===== src/rtl/posit_pkg.sv =====
// Shared defaults and result payload layout for the posit multiplier issue stage.
package posit_pkg;

   localparam int unsigned N_DEF     = 8;
   localparam int unsigned LAT_DEF   = 3;
   localparam int unsigned DEPTH_DEF = 8;

   // One buffered multiplier result at the default posit width.
   typedef struct packed {
      logic             nar;
      logic [N_DEF-1:0] p;
   } posit_res_t;

endpackage


===== src/rtl/posit_res_fifo.sv =====
// First-word fall-through result FIFO; pointers wrap modulo DEPTH (power of two).
module posit_res_fifo
   import posit_pkg::*;
#(
   parameter int unsigned W     = N_DEF + 1,
   parameter int unsigned DEPTH = DEPTH_DEF
) (
   input  logic                     clk,
   input  logic                     rst,
   input  logic                     push_i,
   input  logic                     pop_i,
   input  logic [W-1:0]             data_i,
   output logic [W-1:0]             data_o,
   output logic                     full_o,
   output logic                     empty_o,
   output logic [$clog2(DEPTH):0]   count_o
);

   localparam int unsigned AW = $clog2(DEPTH);
   localparam int unsigned CW = AW + 1;

   logic [W-1:0]  mem_q [DEPTH];
   logic [AW-1:0] wr_ptr_q, wr_ptr_d;
   logic [AW-1:0] rd_ptr_q, rd_ptr_d;
   logic [CW-1:0] count_q, count_d;
   logic          do_push, do_pop;

   assign empty_o = (count_q == '0);
   assign full_o  = (count_q == CW'(DEPTH));
   assign count_o = count_q;
   assign data_o  = mem_q[rd_ptr_q];

   // A push into a full FIFO is only legal when the head leaves in the same cycle.
   assign do_pop  = pop_i && !empty_o;
   assign do_push = push_i && (!full_o || do_pop);

   always_comb begin
      wr_ptr_d = wr_ptr_q;
      rd_ptr_d = rd_ptr_q;
      count_d  = count_q;
      if (do_push) wr_ptr_d = wr_ptr_q + AW'(1);
      if (do_pop)  rd_ptr_d = rd_ptr_q + AW'(1);
      case ({do_push, do_pop})
         2'b10:   count_d = count_q + CW'(1);
         2'b01:   count_d = count_q - CW'(1);
         default: count_d = count_q;
      endcase
   end

   always_ff @(posedge clk or posedge rst) begin
      if (rst) begin
         wr_ptr_q <= '0;
         rd_ptr_q <= '0;
         count_q  <= '0;
      end else begin
         wr_ptr_q <= wr_ptr_d;
         rd_ptr_q <= rd_ptr_d;
         count_q  <= count_d;
      end
   end

   always_ff @(posedge clk) begin
      if (do_push) mem_q[wr_ptr_q] <= data_i;
   end

endmodule


===== src/rtl/posit_mul_issue.sv =====
// Issues operand pairs to a fixed-latency posit multiplier and buffers results in order,
// admitting a new pair only when a FIFO slot is guaranteed for its result.
module posit_mul_issue
   import posit_pkg::*;
#(
   parameter int unsigned N     = N_DEF,
   parameter int unsigned LAT   = LAT_DEF,
   parameter int unsigned DEPTH = DEPTH_DEF
) (
   input  logic         clk,
   input  logic         rst,
   input  logic         in_valid,
   output logic         in_ready,
   input  logic [N-1:0] in_a,
   input  logic [N-1:0] in_b,
   output logic [N-1:0] mul_a,
   output logic [N-1:0] mul_b,
   input  logic [N-1:0] mul_p,
   input  logic         mul_nar,
   output logic         out_valid,
   input  logic         out_ready,
   output logic [N-1:0] out_p,
   output logic         out_nar,
   output logic [7:0]   nar_count,
   output logic         busy
);

   localparam int unsigned CW = $clog2(DEPTH) + 1;
   localparam int unsigned SW = CW + 1;

   typedef struct packed {
      logic         nar;
      logic [N-1:0] p;
   } res_t;

   logic           fire, push, pop;
   logic           fifo_full, fifo_empty;
   logic [CW-1:0]  fifo_count;
   logic [SW-1:0]  inflight;
   logic [LAT-1:0] vld_q, vld_d;
   logic [7:0]     nar_cnt_q, nar_cnt_d;
   res_t           wr_res, rd_res;

   // Credit check uses registered state only, so in_ready never sees in_valid or out_ready.
   always_comb begin
      inflight = '0;
      for (int i = 0; i < int'(LAT); i++) inflight = inflight + SW'(vld_q[i]);
   end

   assign in_ready = (SW'(fifo_count) + inflight) < SW'(DEPTH);
   assign fire     = in_valid && in_ready;
   assign mul_a    = fire ? in_a : '0;
   assign mul_b    = fire ? in_b : '0;

   assign push   = vld_q[LAT-1];
   assign wr_res = '{nar: mul_nar, p: mul_p};

   assign out_valid = !fifo_empty;
   assign pop       = out_valid && out_ready;
   assign out_p     = rd_res.p;
   assign out_nar   = rd_res.nar;
   assign nar_count = nar_cnt_q;
   assign busy      = (vld_q != '0) || (fifo_count != '0);

   posit_res_fifo #(
      .W     ($bits(res_t)),
      .DEPTH (DEPTH)
   ) u_fifo (
      .clk     (clk),
      .rst     (rst),
      .push_i  (push),
      .pop_i   (pop),
      .data_i  (wr_res),
      .data_o  (rd_res),
      .full_o  (fifo_full),
      .empty_o (fifo_empty),
      .count_o (fifo_count)
   );

   always_comb begin
      vld_d     = LAT'({vld_q, fire});
      nar_cnt_d = nar_cnt_q;
      if (pop && out_nar && (nar_cnt_q != 8'hFF)) nar_cnt_d = nar_cnt_q + 8'd1;
   end

   always_ff @(posedge clk or posedge rst) begin
      if (rst) begin
         vld_q     <= '0;
         nar_cnt_q <= '0;
      end else begin
         vld_q     <= vld_d;
         nar_cnt_q <= nar_cnt_d;
      end
   end

   // The credit scheme must never let a multiplier result arrive at a full FIFO.
   no_dropped_result: assert property (@(posedge clk) disable iff (rst)
      !(push && fifo_full && !pop));

endmodule


===== config.mk =====
export PLATFORM = sky130hd
export DESIGN_NAME = posit_mul_issue
export DESIGN_NICKNAME = d
export VERILOG_FILES = /design/src/rtl/posit_pkg.sv /design/src/rtl/posit_res_fifo.sv /design/src/rtl/posit_mul_issue.sv
export SDC_FILE = /design/constraint.sdc
export NUM_CORES = 1
export LEC_CHECK = 0
export BUFFER_PORTS_ARGS = -buffer_cell sky130_fd_sc_hd__buf_2
export CORE_MARGIN = 2
export CORE_UTILIZATION = 60
export CTS_CLUSTER_DIAMETER = 50
export DETAILED_ROUTE_END_ITERATION = 12
export GPL_TIMING_DRIVEN = 1
export PLACE_DENSITY = 0.84
export SYNTH_ARGS = -nofsm -noshare
export SYNTH_HDL_FRONTEND = slang
export SYNTH_SLANG_ARGS = --single-unit

===== constraint.sdc =====
create_clock -name clk -period 4.8 [get_ports clk]
set_input_delay 0.24 -clock clk [delete_from_list [all_inputs] [get_ports clk]]
set_output_delay 0.24 -clock clk [all_outputs]
set_load 0.01 [all_outputs]

==> results of run 1 <==
## sequential cells by signal, indices dropped and copies added (netlist names)
name,flops
nar_count,8
u_fifo.count_o,4
u_fifo.rd_ptr_q,3
vld_q,3
u_fifo.mem_q,72
u_fifo.wr_ptr_q,3
## where the power goes
part	leakage [nW]	internal, W	switching (W)	total [W]
Combinational	0.818	0.000450	0.000383	0.000833
Sequential	0.910	0.00101	0.000208	0.00122
Clock	0.0894	0.000195	0.000282	0.000476
## metrics by stage
| step | total power [W] | worst slack (ps) | hold slack [ps] | util [%] |
|---|---|---|---|---|
| 6_report | 0.00253 | 1660 | 21.9 | 71.4 |
| 5_1_grt | 0.00268 | 1420 | 83.2 | 71.4 |
| 4_1_cts | 0.00255 | 1610 | 44.5 | 71.4 |
| 3_5_place_dp | 0.00208 | 2010 | 405 | 68.6 |
| 3_3_place_gp | 0.00204 | 2180 | 400 | 68.6 |
| 2_1_floorplan | 0.00181 | 2350 | 217 | - |
## worst register-to-register path, stage by stage, from the launching register on
cell and delay, ps:
dfrtp_1 460, or4_4 580, nand2_2 130, inv_1 150, ha_1 320, xor2_1 180
ha_1 210, a21oi_1 150, xor2_1 150, nor2_1 60, xor2_1 140
## metal layers
layer	wire (um)	GRT usage, %	vias up	share of wire [%]
li1	-	-	1034	-
met1	3050	28.1	1101	44
met2	3450	32.2	70	50
met3	375	4.72	4	5.4
met4	62	5.92	0	0.89
met5	0	0	-	0
## final timing paths
check	to	cells past startpoint
worst max-delay path	mul_a[6]	6
worst min-delay path	u_fifo.count_o[2]	2
worst max register to register	u_fifo.count_o[2]	10
worst min register to register	vld_q[2]	0
max in group asynchronous	vld_q[0]	2
min in group clk	u_fifo.mem_q[0][6]	1
## cell families after synthesis
logic type	Yosys count	synth area share [%]
compound gates	9	1.66
xor+xnor	13	2.85
fa+ha+maj	9	3.01
buf+inv	15	1.72
flops	93	67.3
mux	32	14.9
simple gates	62	8.52
## Yosys cell counts (all sizes together), types with 6 or more instances
cell type	instances
and3	16
dfrtp	21
edfxtp	72
ha	8
inv	7
mux2	13
mux4	18
nand2	11
nand3	6
nor2	9
nor3	6
xor2	11
## layout make-up
type | count | share of cell area (%)
flip-flops and latches | 93 | 58.9
multi-input cells | 125 | 27.4
repair buffers | 64 | 7.03
clock buffers | 9 | 2.72
well taps | 77 | 2.11
clock inverters | 7 | 1.26
inverters | 7 | 0.576
==> out/metrics.cfg, run 1 <==
[run_status]
status = complete, no violations

[synth]
syn_inst = 233
ys_seq_area_share_pct = 67.3
synth_top_flop_cell = edfxtp_1
yosysWarnings = 0
syn_nets = 271
synth_top_area_share_pct = 54.1
synthTopCellsByArea = edfxtp_1 (54%), dfrtp_1 (13%), mux4_2 (6.8%)
synth_top_area_cell = edfxtp_1
ys_seq_elements = 93
async_flop_share_pct = 22.6
synth_edf_count = 72
syn-cell-area_um2 = 3990
syn_area_per_cell_um2 = 17.1
ys_types = 39

[cts]
cts_buffer_depth = 2
h-tree-depth = 3
ctsHoldBuffers = 0
clkLatencyLatePin_ps = 360
cts_inserted_buffers = 9
clk_pin_slew_ps = 90
cts_sinks = 93
post_cts_buffers = 0
cts_tree = done
clock_tree.root_cell = clkbuf_8
cts.repair.resized = 0

[detailed_routing]
ant_nets = 0
drc = 0
wl_mm = 6.93
wire_per_inst_um = 18.1
dr.first_iter.drc_count = 178
vias_per_cell = 5.78
vias = 2209
first_pass_iters = 4

[global_routing]
grt_pass1_vias = 2159
grt_max_degree = 22
antenna_found_initial = 0
grt_usage_pct = 20.1
gr-total-overflow = 0
grt_pass1_wl_mm = 10.8

[critical_path]
cp-end-kind = output pin
slowest_delay_ps = 710
reg2reg_from = u_fifo.count_o[2]
path_cells = fa_1, ha_1, a31o_2, a21oi_1, and3_1, buf_2
worst-path-buf-inv = 1
cp_top_family = compound AO/OA/AOI/OAI gates
cp_max_fo = 18
cp-start-kind = register
critPathRequiredTime_ps = 4560
reg2reg_slack_ps = 2170
cp.arrival_ps = 2900
crit_type = register to output pin
crit_start = u_fifo.count_o[0]
crit_slowest_cell = a21oi_1

[die]
die_x_um = 85.6
rows = 29
die_height_um = 85.6
die_area_um2 = 7320
core_area_um2 = 6390
pin_count = 65
start_util_pct = 62.5

[layout]
fillerInstances = 396
seq_area_um2 = 2690
final_cell_mix = edfxtp_1 (72), buf_2 (64), dfrtp_1 (21)
nets = 338
n_antenna_cell = 0
instances_no_fill = 382
multi_input_area_um2 = 1250
area_growth_pct = 14.2
final_common_cell = edfxtp_1
design_area_um2 = 4560
drive_above_1_share_pct = 36.7

[timing]
final.setup.tns_ps = 0
relSlewSlack_pct = 26.3
report.final.slew_viol_count = 0
final.min_clock_period_ps = 3140
worstMarginPinSlew_ps = 1110
rsz0062_at_grt = no
fmax_mhz = 318
final-setup-viol-count = 0
skew_ps = 9.37
period_share_pct = 65.5
hold_violations = 0

[place]
dpl_cell_area_um2 = 4380
place_inst = 366
gp_congestion = 0.791
numPortBuffers = 64
dpl.hpwl_mm = 4.62

[worst_hold_path]
hp-class = input port to asynchronous set/reset pin

[power_and_ir_drop]
peakVddDrop_mv = 0.325
powerDensity_nw_per_um2 = 554
power.leakage_nw = 1.82

[job]
drv_cap = 0

(Power assumes the default switching activity.)
==> run 2, diff against run 1 <==
- CORE_UTILIZATION: 60 -> 56
- PLACE_DENSITY: 0.84 -> 0.79
- clock period: 4.8 -> 3.29 ns (I/O delays scaled with it)
==> out/metrics.cfg, run 2 (synthesized netlist as in run 1, its figures left out) <==
[die]
pin_count = 65
core_area_um2 = 6830
die_height_um = 88.5
start_util_pct = 58.5
rows = 30
die_area_um2 = 7820
die_x_um = 88.5

[detailed_routing]
drc = 0
first_pass_iters = 5
wl_met3_um = 349
wl_met1_mm = 3.22
wire_per_inst_um = 17.2
ant_nets = 0
wl_mm = 7.07
dr.first_iter.drc_count = 179
top_layer = met4
vias_per_cell = 5.50
vias = 2257
wl_met2_mm = 3.41

[layout]
final_util_pct = 68.5
nets = 347
n_antenna_cell = 0
area_growth_pct = 17.2
final_cell_mix = edfxtp_1 (72), buf_2 (64), dfrtp_1 (21)
final_common_cell = edfxtp_1
top_register = u_fifo.mem_q
largest_reg_flops = 72
drive_above_1_share_pct = 37.6

[cts]
clock_tree.root_cell = clkbuf_8
h-tree-depth = 3
clk_pin_slew_ps = 90
post_cts_buffers = 0
clkLatencyLatePin_ps = 350
cts_tree = done
cts_buffer_depth = 2
cts.repair.resized = 0
cts_inserted_buffers = 9
cts_sinks = 93

[timing]
skew_ps = 7.09
report.final.slew_viol_count = 0
final-setup-viol-count = 0
final.setup.tns_ps = 0
final.min_clock_period_ps = 2670
rsz0062_at_grt = no
hold_violations = 0
relSlewSlack_pct = 35.2
fmax_mhz = 374
period_share_pct = 81.2
worstMarginPinSlew_ps = 969

[job]
drv_cap = 0

[global_routing]
antenna_found_initial = 0
grt_pass1_vias = 2154
grt_pass1_wl_mm = 11.1
grt_usage_pct = 19.7
gr-total-overflow = 0
grt_max_degree = 22

[critical_path]
cp-end-kind = output pin
critPathRequiredTime_ps = 3130
cp_max_fo = 12
cp-start-kind = register
crit_type = register to output pin
cp.arrival_ps = 2510

[place]
numPortBuffers = 64
dpl.hpwl_mm = 4.83
gp_congestion = 0.818

[power_and_ir_drop]
powerDensity_nw_per_um2 = 823
power.leakage_nw = 1.88
peakVddDrop_mv = 0.408
power_w = 0.00385

[worst_hold_path]
hp-class = input port to register

[run_status]
status = complete, no violations

[run 2: cell types whose count changed in the layout (fill, tap and decap cells not counted)]
cell,delta
buf_4,+8
clkinv_4,-2
clkinvlp_4,-1
inv_6,+1
dlygate4sd3_1,+1
clkinv_2,+1
bufinv_16,+2
inv_8,-1
nor3_1,+2
nor3_2,-2
[run 2: layout make-up]
type                       count  area, um2
sequential                    93       2690
fill                         472       2150
multi-input combinational    125       1240
timing repair buffer          73        390
clock buffer                   9        124
tap                           96        120
clock inverter                 7       95.1
inverter                       7       26.3
[run 2: worst max-delay path, stage by stage (launching register included)]
cell     delay [ps]
dfrtp_1         810
buf_4           340
mux4_1          580
mux2_2          280
buf_2           140
[run 2: final timing paths]
kind,start,end,slack (ps),depth (start not counted)
worst max-delay path,u_fifo.rd_ptr_q[0],out_p[1],620,4
worst min-delay path,mul_p[5],u_fifo.mem_q[1][5],90,1
worst max register to register,u_fifo.count_o[1],u_fifo.count_o[2],720,10
worst min register to register,vld_q[1],vld_q[2],430,0
max in group asynchronous,rst,u_fifo.wr_ptr_q[1],2270,3
min in group asynchronous,rst,u_fifo.rd_ptr_q[2],520,3
[run 2: stage by stage]
| stage | std cells | hold slack, ps | cell area, um2 | setup slack, ps |
|---|---|---|---|---|
| 3_3_place_gp | 393 | 351 | 4450 | 825 |
| 2_1_floorplan | 233 | 141 | 3990 | 845 |
| 4_1_cts | 410 | 75.2 | 4680 | 534 |
| 3_5_place_dp | 393 | 364 | 4450 | 730 |
| 6_report | 410 | 86.2 | 4680 | 617 |
| 5_1_grt | 410 | 74.3 | 4680 | 454 |
[run 2: what timing repair did]
| item | 4_1_cts | 5_1_grt |
|---|---|---|
| hold endpoints to repair | 21 | 0 |
| hold buffers | 1 | 0 |
| endpoints found under the setup margin | 0 | 0 |
[run 2: report_power, final]
group | switching, W | leakage (nW) | internal (W)
Combinational | 0.000596 | 0.861 | 0.000684
Clock | 0.000395 | 0.112 | 0.000431
Sequential | 0.000274 | 0.910 | 0.00147
Total | 0.00126 | 1.88 | 0.00259
[run 2: routing by layer]
layer	GRT usage, %	up-vias
met3	3.64	8
met5	0	-
met4	7.85	0
li1	-	1055
met2	30.7	85
met1	27.9	1109
==> run 3, diff against run 2 <==
- clock period: 3.29 -> 2.75 ns (I/O delays scaled with it)
==> out/metrics.cfg, run 3 (synthesized netlist as in run 1, its figures left out) <==
[die]
core_area_um2 = 6830
die_height_um = 88.5
rows = 30
die_x_um = 88.5
start_util_pct = 58.5
die_area_um2 = 7820
pin_count = 65

[timing]
fmax_mhz = 388
period_share_pct = 93.8
final.setup.tns_ps = 0
final.min_clock_period_ps = 2580
relSlewSlack_pct = 40.0
rsz0062_at_grt = no
skew_ps = 6.24
hold_violations = 0
worstMarginPinSlew_ps = 896
final-setup-viol-count = 0
report.final.slew_viol_count = 0

[place]
gp_congestion = 0.796
numPortBuffers = 64
dpl.hpwl_mm = 4.83

[layout]
n_antenna_cell = 0
final_common_cell = edfxtp_1
area_growth_pct = 18.0
drive_above_1_share_pct = 38.4
largest_reg_flops = 72
top_register = u_fifo.mem_q
nets = 351
final_util_pct = 69.0
final_cell_mix = edfxtp_1 (72), buf_2 (64), dfrtp_1 (21)
fillerInstances = 504

[critical_path]
critPathRequiredTime_ps = 2610
crit_start = u_fifo.count_o[0]
slowest_delay_ps = 470
cp.arrival_ps = 2440
path_cells = fa_1, ha_1, a31o_2, a21oi_1, buf_4, and3_1, buf_2
cp-end-kind = output pin
reg2reg_from = u_fifo.count_o[2]
r2r_cells = 10
crit_type = register to output pin
cp_max_fo = 18
cp-start-kind = register
crit_slowest_cell = dfrtp_1

[cts]
clock_tree.root_cell = clkbuf_8
cts.repair.resized = 0
cts_tree = done
clk_pin_slew_ps = 90
clkLatencyLatePin_ps = 350
post_cts_buffers = 0
h-tree-depth = 3
cts_inserted_buffers = 9
ctsHoldBuffers = 1
cts_buffer_depth = 2
cts_sinks = 93

[worst_hold_path]
worstHoldPathCells = 1
min_from = mul_p[4]
hp-class = input port to register

[power_and_ir_drop]
power.leakage_nw = 1.90
power_w = 0.00463
powerDensity_nw_per_um2 = 983
peakVddDrop_mv = 0.580

[detailed_routing]
dr.first_iter.drc_count = 157
wire_per_inst_um = 16.8
ant_nets = 0
wl_mm = 6.95
drc = 0
vias_per_cell = 5.44
first_pass_iters = 4
vias = 2254

[global_routing]
gr-total-overflow = 0
antenna_found_initial = 0
grt_pass1_vias = 2190
grt_usage_pct = 19.8
grt_max_degree = 22
grt_pass1_wl_mm = 11.0

[job]
drv_cap = 0

[run_status]
status = complete, no violations

-- run 3: cell count changes in the layout (fill, tap and decap cells not counted) --
cell / delta
inv_6: -1
inv_8: +1
buf_4: +4
-- run 3: final timing paths --
| check | end | slack (ps) |
|---|---|---|
| setup / recovery | mul_b[3] | 170 |
| hold / removal | u_fifo.mem_q[2][4] | 50 |
| setup reg to reg | u_fifo.count_o[2] | 190 |
| hold reg to reg | vld_q[2] | 440 |
| max in group asynchronous | u_fifo.count_o[3] | 1770 |
| min in group asynchronous | nar_count[1] | 490 |
-- run 3: report_power, final --
| part | total (W) | internal (W) | switching (W) |
|---|---|---|---|
| clock network | 0.000990 | 0.000519 | 0.000471 |
| logic | 0.00161 | 0.000841 | 0.000772 |
| registers | 0.00203 | 0.00176 | 0.000270 |
| total | 0.00463 | 0.00312 | 0.00151 |
-- run 3: final cells by class --
type	count	area [um2]	share of cell area, %
Clock buffer	9	124	2.63
Clock inverter	7	97.6	2.07
Inverter	7	26.3	0.557
Multi-Input combinational cell	125	1240	26.3
Sequential cell	93	2690	57.0
Tap cell	96	120	2.55
Timing Repair Buffer	77	420	8.92
-- run 3: layer usage --
layer,part of all wire [%],track usage [%]
met1,45,27.5
met2,50,31.5
met3,4.0,3.26
met4,1.4,8.26
met5,0,0
-- run 3: per-stage QoR --
step / cell area [um2] / instances / worst slack [ps] / hold slack [ps]
2_1_floorplan: 3990 / 233 / 305 / 114
3_3_place_gp: 4480 / 397 / 285 / 318
3_5_place_dp: 4480 / 397 / 211 / 331
4_1_cts: 4710 / 414 / 132 / 42.5
5_1_grt: 4710 / 414 / 9.35 / 49.3
6_report: 4710 / 414 / 171 / 53.1
-- run 3: worst max-delay path: cells and delay by family (launching register included) --
| kind | cells | cell delay (ps) |
|---|---|---|
| simple gates | 1 | 170 |
| flops | 1 | 470 |
| fa+ha+maj | 2 | 730 |
| buf+inv | 2 | 330 |
| compound gates | 2 | 390 |
